$ cat src/rtl/render_arbiter.sv
// Four-requester rectangle fill engine driving a VGA adapter.
// Round-robin arbitration, one pixel per cycle in raster order.
module render_arbiter #(
  parameter int X_W      = 8,
  parameter int Y_W      = 7,
  parameter int C_W      = 3,
  parameter int SCREEN_W = 160,
  parameter int SCREEN_H = 120
) (
  input  logic             clk,
  input  logic             resetn,
  input  logic [3:0]       req,
  input  logic [4*X_W-1:0] x_in,
  input  logic [4*Y_W-1:0] y_in,
  input  logic [4*X_W-1:0] w_in,
  input  logic [4*Y_W-1:0] h_in,
  input  logic [4*C_W-1:0] colour_in,
  output logic [3:0]       grant,
  output logic [3:0]       done,
  output logic             busy,
  output logic [X_W-1:0]   vga_x,
  output logic [Y_W-1:0]   vga_y,
  output logic [C_W-1:0]   vga_colour,
  output logic             plot
);

  localparam logic [X_W:0] SW_L = (X_W+1)'(SCREEN_W);
  localparam logic [Y_W:0] SH_L = (Y_W+1)'(SCREEN_H);

  typedef enum logic [1:0] {IDLE, DRAW, DONE} state_t;

  state_t state, state_nx;

  logic [1:0]     cur, last, win;
  logic           hit, first;
  logic [X_W-1:0] x_r, w_r, cx, hx, wsel;
  logic [Y_W-1:0] y_r, h_r, cy, hy, hsel;
  logic [C_W-1:0] col_r, hc;
  logic [X_W:0]   sx;
  logic [Y_W:0]   sy;
  logic           row_end, last_px;

  // Round-robin search starting one past the last winner
  always_comb begin
    win = last;
    hit = 1'b0;
    for (int k = 4; k >= 1; k--) begin
      if (req[2'(32'(last) + k)]) begin
        win = 2'(32'(last) + k);
        hit = 1'b1;
      end
    end
  end

  // Operand select for the winning requester
  always_comb begin
    wsel = w_in[32'(win)*X_W +: X_W];
    hsel = h_in[32'(win)*Y_W +: Y_W];
  end

  // Pixel position and raster bookkeeping
  always_comb begin
    sx      = {1'b0, x_r} + {1'b0, cx};
    sy      = {1'b0, y_r} + {1'b0, cy};
    row_end = (cx == w_r - 1'b1);
    last_px = row_end && (cy == h_r - 1'b1);
  end

  // State register
  always_ff @(posedge clk or negedge resetn) begin
    if (!resetn) state <= IDLE;
    else         state <= state_nx;
  end

  // Next-state logic
  always_comb begin
    state_nx = state;
    unique case (state)
      IDLE: if (hit) state_nx = (wsel != '0 && hsel != '0) ? DRAW : DONE;
      DRAW: if (last_px) state_nx = DONE;
      DONE: state_nx = IDLE;
      default: state_nx = IDLE;
    endcase
  end

  // Operand capture, pixel counters and held VGA values
  always_ff @(posedge clk or negedge resetn) begin
    if (!resetn) begin
      cur   <= '0;
      last  <= 2'd3;
      first <= 1'b0;
      x_r   <= '0;
      y_r   <= '0;
      w_r   <= '0;
      h_r   <= '0;
      col_r <= '0;
      cx    <= '0;
      cy    <= '0;
      hx    <= '0;
      hy    <= '0;
      hc    <= '0;
    end else begin
      first <= 1'b0;
      if (state == IDLE && hit) begin
        cur   <= win;
        last  <= win;
        first <= 1'b1;
        x_r   <= x_in[32'(win)*X_W +: X_W];
        y_r   <= y_in[32'(win)*Y_W +: Y_W];
        w_r   <= wsel;
        h_r   <= hsel;
        col_r <= colour_in[32'(win)*C_W +: C_W];
        cx    <= '0;
        cy    <= '0;
      end else if (state == DRAW) begin
        hx <= sx[X_W-1:0];
        hy <= sy[Y_W-1:0];
        hc <= col_r;
        if (row_end) begin
          cx <= '0;
          cy <= cy + 1'b1;
        end else begin
          cx <= cx + 1'b1;
        end
      end
    end
  end

  // Output decode from registered state
  always_comb begin
    busy       = (state != IDLE);
    grant      = first ? (4'd1 << cur) : 4'd0;
    done       = (state == DONE) ? (4'd1 << cur) : 4'd0;
    plot       = (state == DRAW) && (sx < SW_L) && (sy < SH_L);
    vga_x      = (state == DRAW) ? sx[X_W-1:0] : hx;
    vga_y      = (state == DRAW) ? sy[Y_W-1:0] : hy;
    vga_colour = (state == DRAW) ? col_r : hc;
  end

endmodule

$ cat config.mk
export PLATFORM = sky130hd
export DESIGN_NAME = render_arbiter
export DESIGN_NICKNAME = d
export VERILOG_FILES = /design/src/rtl/render_arbiter.sv
export SDC_FILE = /design/constraint.sdc
export NUM_CORES = 1
export LEC_CHECK = 0
export ABC_AREA = 1
export BUFFER_PORTS_ARGS = -buffer_cell sky130_fd_sc_hd__buf_2
export CORE_MARGIN = 2
export CORE_UTILIZATION = 40
export CTS_CLUSTER_DIAMETER = 150
export DETAILED_ROUTE_END_ITERATION = 10
export HOLD_SLACK_MARGIN = 0.02
export PLACE_DENSITY_LB_ADDON = 0.1
export SLEW_MARGIN = 0
export SYNTH_ARGS = -nofsm -noshare
export SYNTH_HDL_FRONTEND = slang
export SYNTH_SLANG_ARGS = --single-unit
$ cat constraint.sdc
create_clock -name clk -period 2.65 [get_ports clk]
set_clock_uncertainty 0.15 [all_clocks]
set_input_delay 0.1325 -clock clk [delete_from_list [all_inputs] [get_ports clk]]
set_output_delay 0.1325 -clock clk [all_outputs]
set_load 0.02 [all_outputs]
==> results.cfg, run 1 <==
[worst_setup_path]
cp_common_cell = buf_4
critical_path.startpoint_type = flop
path_cells = ha_2 -> inv_2 -> fa_2 -> inv_2 -> buf_4 -> buf_4 -> buf_4 -> buf_4 -> buf_4 -> buf_4 -> buf_4 -> buf_4 -> nor2_2 -> o21ai_1 -> buf_2
required_ns = 2.37
setup.worst_path.end_class = output port
path_class = reg -> out
crit_slowest_cell = dfrtp_1
arrival_ns = 2.50
path_max_fanout = 2
cpLargestDelayFamily = buffers and inverters
r2r_setup_slack_ns = 0.18
path_buf_inv = 11
cpPeakStageDelay_ns = 0.40

[logic_synthesis]
yosysSeqAreaShare = 0.3509
yosys_register_bits = 73
avgSynthCellArea_um2 = 6.842
yosysTopAreaCellShare = 0.3408
synth_area_leaders = dfrtp_1 (34%), nand2_1 (13%), nor2_1 (8.4%), o21ai_0 (7.3%), nand3_1 (7.1%)
synthCells = 762
synthDistinctLibCells = 36
syn_area_um2 = 5214
yosys.area.top_type = dfrtp_1
yosys_warnings = 0
synth_nets = 921

[cts]
tritoncts = built
htreeDepth = 3
clkSinkCount = 73
clkSlewWorstSetupHoldPaths_ns = 0.06
clockBufferDepth = 2
clock_latency_ns = 0.34
cts-root-buf = clkbuf_16
numCtsBuffers = 9

[finish]
n_fill_cell = 1244
layout-drive-gt1-share = 0.2642
diodes = 0
final_common_cell = nand2_1
final_cells = 1137
final_cell_mix = nand2_1 (177), buf_2 (161), nor2_1 (116), nand3_1 (74), o21ai_0 (73)
finalNetCount = 1120
syn_to_final_growth_pct = 35.64

[power]
combPwrFrac = 0.710
power_density_nw_per_um2 = 1593
peakVddDrop_uv = 1086
swShare = 0.5199
p_leak_nw = 3.584
p_clk_frac = 0.105
seqPwrFrac = 0.185
switchingPower_w = 0.005855
p_int_w = 0.005407

[timing]
fin_crit_ns = 2.779
final_hold_viol_count = 0
relSlewSlack = 0.6026
final-max-slew-violation-count = 0
setup_viol = 2
fin_ws_ns = -0.1290
min_period_over_period = 1.049
rsz0062_at_grt = true
max_freq_mhz = 359.8
setup_tns_ns = -0.1948
worst_slew_pin_slew_ns = 0.5961

[floorplanning]
dieArea_um2 = 13960
placementRows = 41
core-area_um2 = 12670
start_util = 0.4115
dieWidth_um = 118.2
ios = 166
die_y_um = 118.2

[routing]
dr_wl_met3_um = 722
drtAntennaViolNets = 0
wl_met2_um = 7622
met1_length_um = 7061
viasPerCell = 5.054
drt_iter0_drc = 277
drt_pre_antenna_iters = 5
wl_per_cell_um = 13.77
maxUsedRoutingLayer = met4
vias = 5746
drc_errors = 0
routed_wl_um = 15650

[global_routing]
grt_pass1_vias = 5655
grt_use_total = 0.2257
grt_max_degree = 50
gr-total-overflow = 0
grt_pass1_wl_um = 25940
antenna_found_initial = 0

[job]
max_cap_viol_count = 0

[run_status]
status = complete, but fails checks
violations = negative setup slack

[place]
io_buffers = 165
dp_slack_ns = 0.1322
dp_hpwl_um = 11570
dp.cells = 1078
gp_congestion = 0.8958

[worst_hold_path]
min_path_type = in -> reg
## cells by family after synthesis
family          synth area share
simple gates              0.3288
fa+ha+maj                0.05328
flops                     0.3509
compound gates            0.1365
buf+inv                  0.08183
xor+xnor                 0.04872
## stage by stage
stage	total power (W)	util	hold WS (ns)	cell area (µm²)
floorplan	0.007437	-	-0.3131	5214
global placement	0.009169	0.4892	0.02178	6198
detailed placement	0.009263	0.4892	0.01938	6198
CTS	0.01079	0.5442	0.02683	6895
global route	0.01246	0.5581	0.04858	7072
finish	0.01126	0.5581	0.02690	7072
## layout make-up
| type | count | area, µm² | area share |
|---|---|---|---|
| tap | 172 | 215.2 | 0.03043 |
| clock buffer | 9 | 225.2 | 0.03185 |
| inverter | 58 | 222.7 | 0.03149 |
| clock inverter | 6 | 60.06 | 0.008493 |
| sequential | 73 | 1829 | 0.2587 |
| timing repair buffer | 224 | 1425 | 0.2015 |
| multi-input combinational | 595 | 3094 | 0.4375 |
## final timing paths
| kind | cells after the start | endpoint | start |
|---|---|---|---|
| setup / recovery | 15 | vga_x[2] | cx[0] |
| hold / removal | 3 | y_r[0] | y_in[7] |
| setup reg to reg | 15 | x_r[0] | last[0] |
| hold reg to reg | 2 | hx[0] | hx[0] |
| max in group asynchronous | 3 | last[0] | resetn |
| min in group asynchronous | 2 | hx[7] | resetn |
## timing repair
action | 4_1_cts | 5_1_grt
endpoints found under the setup margin | 4 | 12
setup buffers | 10 | 4
gates cloned | 0 | 1
hold buffers | 29 | 0
endpoints found under the hold margin | 40 | 0
resized for setup | 14 | 35
pin swaps | 4 | 7
## tightest hold or removal path, cell delays in order
cell,delay [ns]
buf_2,0.07
o21ai_0,0.11
a31oi_1,0.15
## synth_stat cells
cell type,count
nand2_1,184
nor2_1,117
o21ai_0,76
nand3_1,74
dfrtp_1,71
inv_1,54
nor3_1,22
a31oi_1,20
ha_1,19
a21oi_1,18
xor2_1,16
clkbuf_1,15
xnor2_1,13
buf_2,9
nand2_2,7
o21ai_1,7
buf_4,6
buf_6,5
o22ai_1,4
nand4_1,3
or2_2,3
dfstp_2,2
fa_1,2
inv_2,2
o21bai_1,2
a211oi_1,1
a21o_1,1
a221oi_1,1
a41oi_1,1
and3_1,1
buf_1,1
clkinv_1,1
inv_4,1
nand3_2,1
nor4_1,1
o2bb2ai_1,1
## layer usage
layer,track usage,vias to the layer above
li1,-,2907
met1,0.2947,2669
met2,0.3844,148
met3,0.03571,22
met4,0.06702,0
met5,0,-
## power groups by stage
stage / Sequential [W] / Combinational [W] / Clock, W
2_1_floorplan: 0.00193 / 0.00551 / 0
3_3_place_gp: 0.00207 / 0.00709 / 0
3_5_place_dp: 0.00209 / 0.00717 / 0
4_1_cts: 0.00208 / 0.00751 / 0.00121
5_1_grt: 0.00215 / 0.00905 / 0.00126
6_report: 0.00209 / 0.00799 / 0.00118
## state kept, by name (all words and copies together), names as in the netlist
name / cells
cx: 8
hx: 8
w_r: 8
x_r: 8
cy: 7
h_r: 7
hy: 7
y_r: 7
col_r: 3
hc: 3
cur: 2
last: 2
state: 2
first: 1
(Power assumes the default switching activity.)
==> run 2, diff against run 1 <==
- ABC_AREA: 1 -> unset
==> results.cfg, run 2 <==
[global_routing]
grt_pass1_vias = 4764
grt_max_degree = 53
antenna_found_initial = 0
grt_pass1_wl_um = 21710
gr-total-overflow = 0
grt_use_total = 0.2057

[floorplanning]
start_util = 0.4106
placementRows = 40
dieArea_um2 = 13240
die_y_um = 115.0
core-area_um2 = 12010
ios = 166
dieWidth_um = 115.0

[worst_setup_path]
cpPeakStageDelay_ns = 0.57
critical_path.startpoint_type = flop
setup.worst_path.end_class = flop
path_max_fanout = 6
path_cells = nand2b_4 -> a21oi_2 -> or3_4 -> mux4_2 -> or4_4 -> nor4_4 -> a21oi_2 -> a22o_1
cp_common_cell = a21oi_2
path_class = reg -> reg
required_ns = 2.72
crit_slowest_cell = or4_4
arrival_ns = 2.97

[logic_synthesis]
synth_edf_count = 0
synth_area_leaders = dfrtp_1 (36%), nand2_1 (15%), mux4_2 (6.4%), o21ai_0 (6.2%), ha_1 (4.8%)
synth-main-ff-cell = dfrtp_1
yosys_register_bits = 73
synthArstFlopShare = 1.000
synthDistinctLibCells = 46
yosysSeqAreaShare = 0.3709
synth_nets = 778
yosys.area.top_type = dfrtp_1
synthCells = 619
yosys_warnings = 0
yosysMostFrequentCell = nand2_1
synth_commonest_cells = nand2_1 (194), dfrtp_1 (71), o21ai_0 (61), nand3_1 (30), nor2_1 (27)
yosysTopAreaCellShare = 0.3602
avgSynthCellArea_um2 = 7.968
syn_area_um2 = 4932

[routing]
drtAntennaViolNets = 0
wl_per_cell_um = 13.95
drt_iter0_drc = 180
drc_errors = 0
viasPerCell = 5.147
routed_wl_um = 13670
drt_pre_antenna_iters = 4
vias = 5044

[timing]
max_freq_mhz = 344.9
fin_crit_ns = 2.899
relSlewSlack = 0.4946
hold-worst-slack_ns = 0.02820
fin_ws_ns = -0.2494
worst_slew_pin_slew_ns = 0.7581
setup_viol = 10
final_hold_viol_count = 0
rsz0062_at_grt = true
final-max-slew-violation-count = 0
min_period_over_period = 1.094

[cts]
tritoncts = built
clkSlewWorstSetupHoldPaths_ns = 0.06
clkSinkCount = 73
htreeDepth = 3
clock_latency_ns = 0.34
clockBufferDepth = 2
numCtsBuffers = 9
cts-root-buf = clkbuf_16

[power]
seqPwrFrac = 0.228
swShare = 0.4400
power_density_nw_per_um2 = 1313
switchingPower_w = 0.004043
combPwrFrac = 0.640
p_leak_nw = 3.525
peakVddDrop_uv = 604.3
p_clk_frac = 0.132
p_int_w = 0.005146

[finish]
diodes = 0
final_common_cell = nand2_1
finalNetCount = 988
final_cell_mix = nand2_1 (193), buf_2 (160), dfrtp_1 (70), buf_4 (61), o21ai_0 (54)
syn_to_final_growth_pct = 41.91
final_area_um2 = 6999
layout-drive-gt1-share = 0.3782

[run_status]
violations = negative setup slack
status = complete, but fails checks

[job]
max_cap_viol_count = 0

[place]
dpl-instance-area_um2 = 6275
io_buffers = 165
dp_hpwl_um = 10370
gp_congestion = 0.8356

[worst_hold_path]
min_path_type = in -> reg
==> run 2: stage by stage <==
stage	util	worst slack [ns]	TNS [ns]	power, W	instances
5_1_grt	0.5827	-0.3748	-2.632	0.009957	980
2_1_floorplan	-	-0.2689	-0.4329	0.005374	619
3_3_place_gp	0.5224	-0.4455	-0.8013	0.006918	950
3_5_place_dp	0.5224	-0.4779	-1.097	0.007061	950
6_report	0.5827	-0.2494	-1.160	0.009189	980
4_1_cts	0.5716	-0.2639	-0.9736	0.008913	979
==> run 2: cell families after synthesis <==
group                      count (synthesis)  share of synthesized area
xor gates and xnor gates                  36                    0.06393
and+or+nand+nor                          303                     0.2653
muxes                                     18                    0.07230
adders and majority gates                 21                    0.05632
DFF                                       73                     0.3709
AOI/OAI and AO/OA                        117                     0.1312
buffers and inverters                     51                    0.04008
==> run 2: power groups by stage <==
stage / combinational (W) / sequential (W) / clock, W
2_1_floorplan: 0.00344 / 0.00194 / 0
3_3_place_gp: 0.00486 / 0.00206 / 0
3_5_place_dp: 0.00498 / 0.00208 / 0
4_1_cts: 0.00559 / 0.00208 / 0.00125
5_1_grt: 0.00651 / 0.00216 / 0.00129
6_report: 0.00588 / 0.00209 / 0.00121
==> run 2: repair_timing <==
item	in CTS	in global routing
buffers inserted	11	4
hold buffers	3	0
pin swaps	23	32
gates resized for setup	47	30
hold endpoints to repair	32	0
endpoints found under the setup margin	17	19
==> run 2: final timing paths <==
path                       slack, ns       end  cells after the start    startpoint
setup / recovery               -0.25  state[0]                      8       last[1]
hold / removal                  0.03  col_r[0]                      5  colour_in[9]
setup reg to reg               -0.25  state[0]                      8       last[1]
hold reg to reg                 0.32     hx[5]                      2         hx[5]
max in group asynchronous       1.40   last[1]                      3        resetn
min in group asynchronous       0.26     cx[1]                      2        resetn
==> run 2: layout make-up <==
| class | instances | area, µm² |
|---|---|---|
| multi-input combinational | 495 | 3218 |
| clock buffer | 12 | 256.5 |
| inverter | 16 | 60.06 |
| timing repair buffer | 234 | 1410 |
| tap | 147 | 183.9 |
| clock inverter | 3 | 40.04 |
| sequential | 73 | 1831 |
| fill | 1102 | 5012 |
==> run 2: routing by layer <==
metal / track usage / vias to the layer above / wire (µm)
li1: - / 2533 / -
met1: 0.2726 / 2365 / 6038
met2: 0.3506 / 132 / 6934
met3: 0.03057 / 14 / 537
met4: 0.06024 / 0 / 163
met5: 0 / - / 0
==> run 2: worst max-delay path: cells and delay by family (launching register included) <==
kind               cells  cell delay, ns
muxes                  1            0.45
and+or+nand+nor        4            1.31
DFF                    1            0.55
AOI/OAI and AO/OA      3            0.32
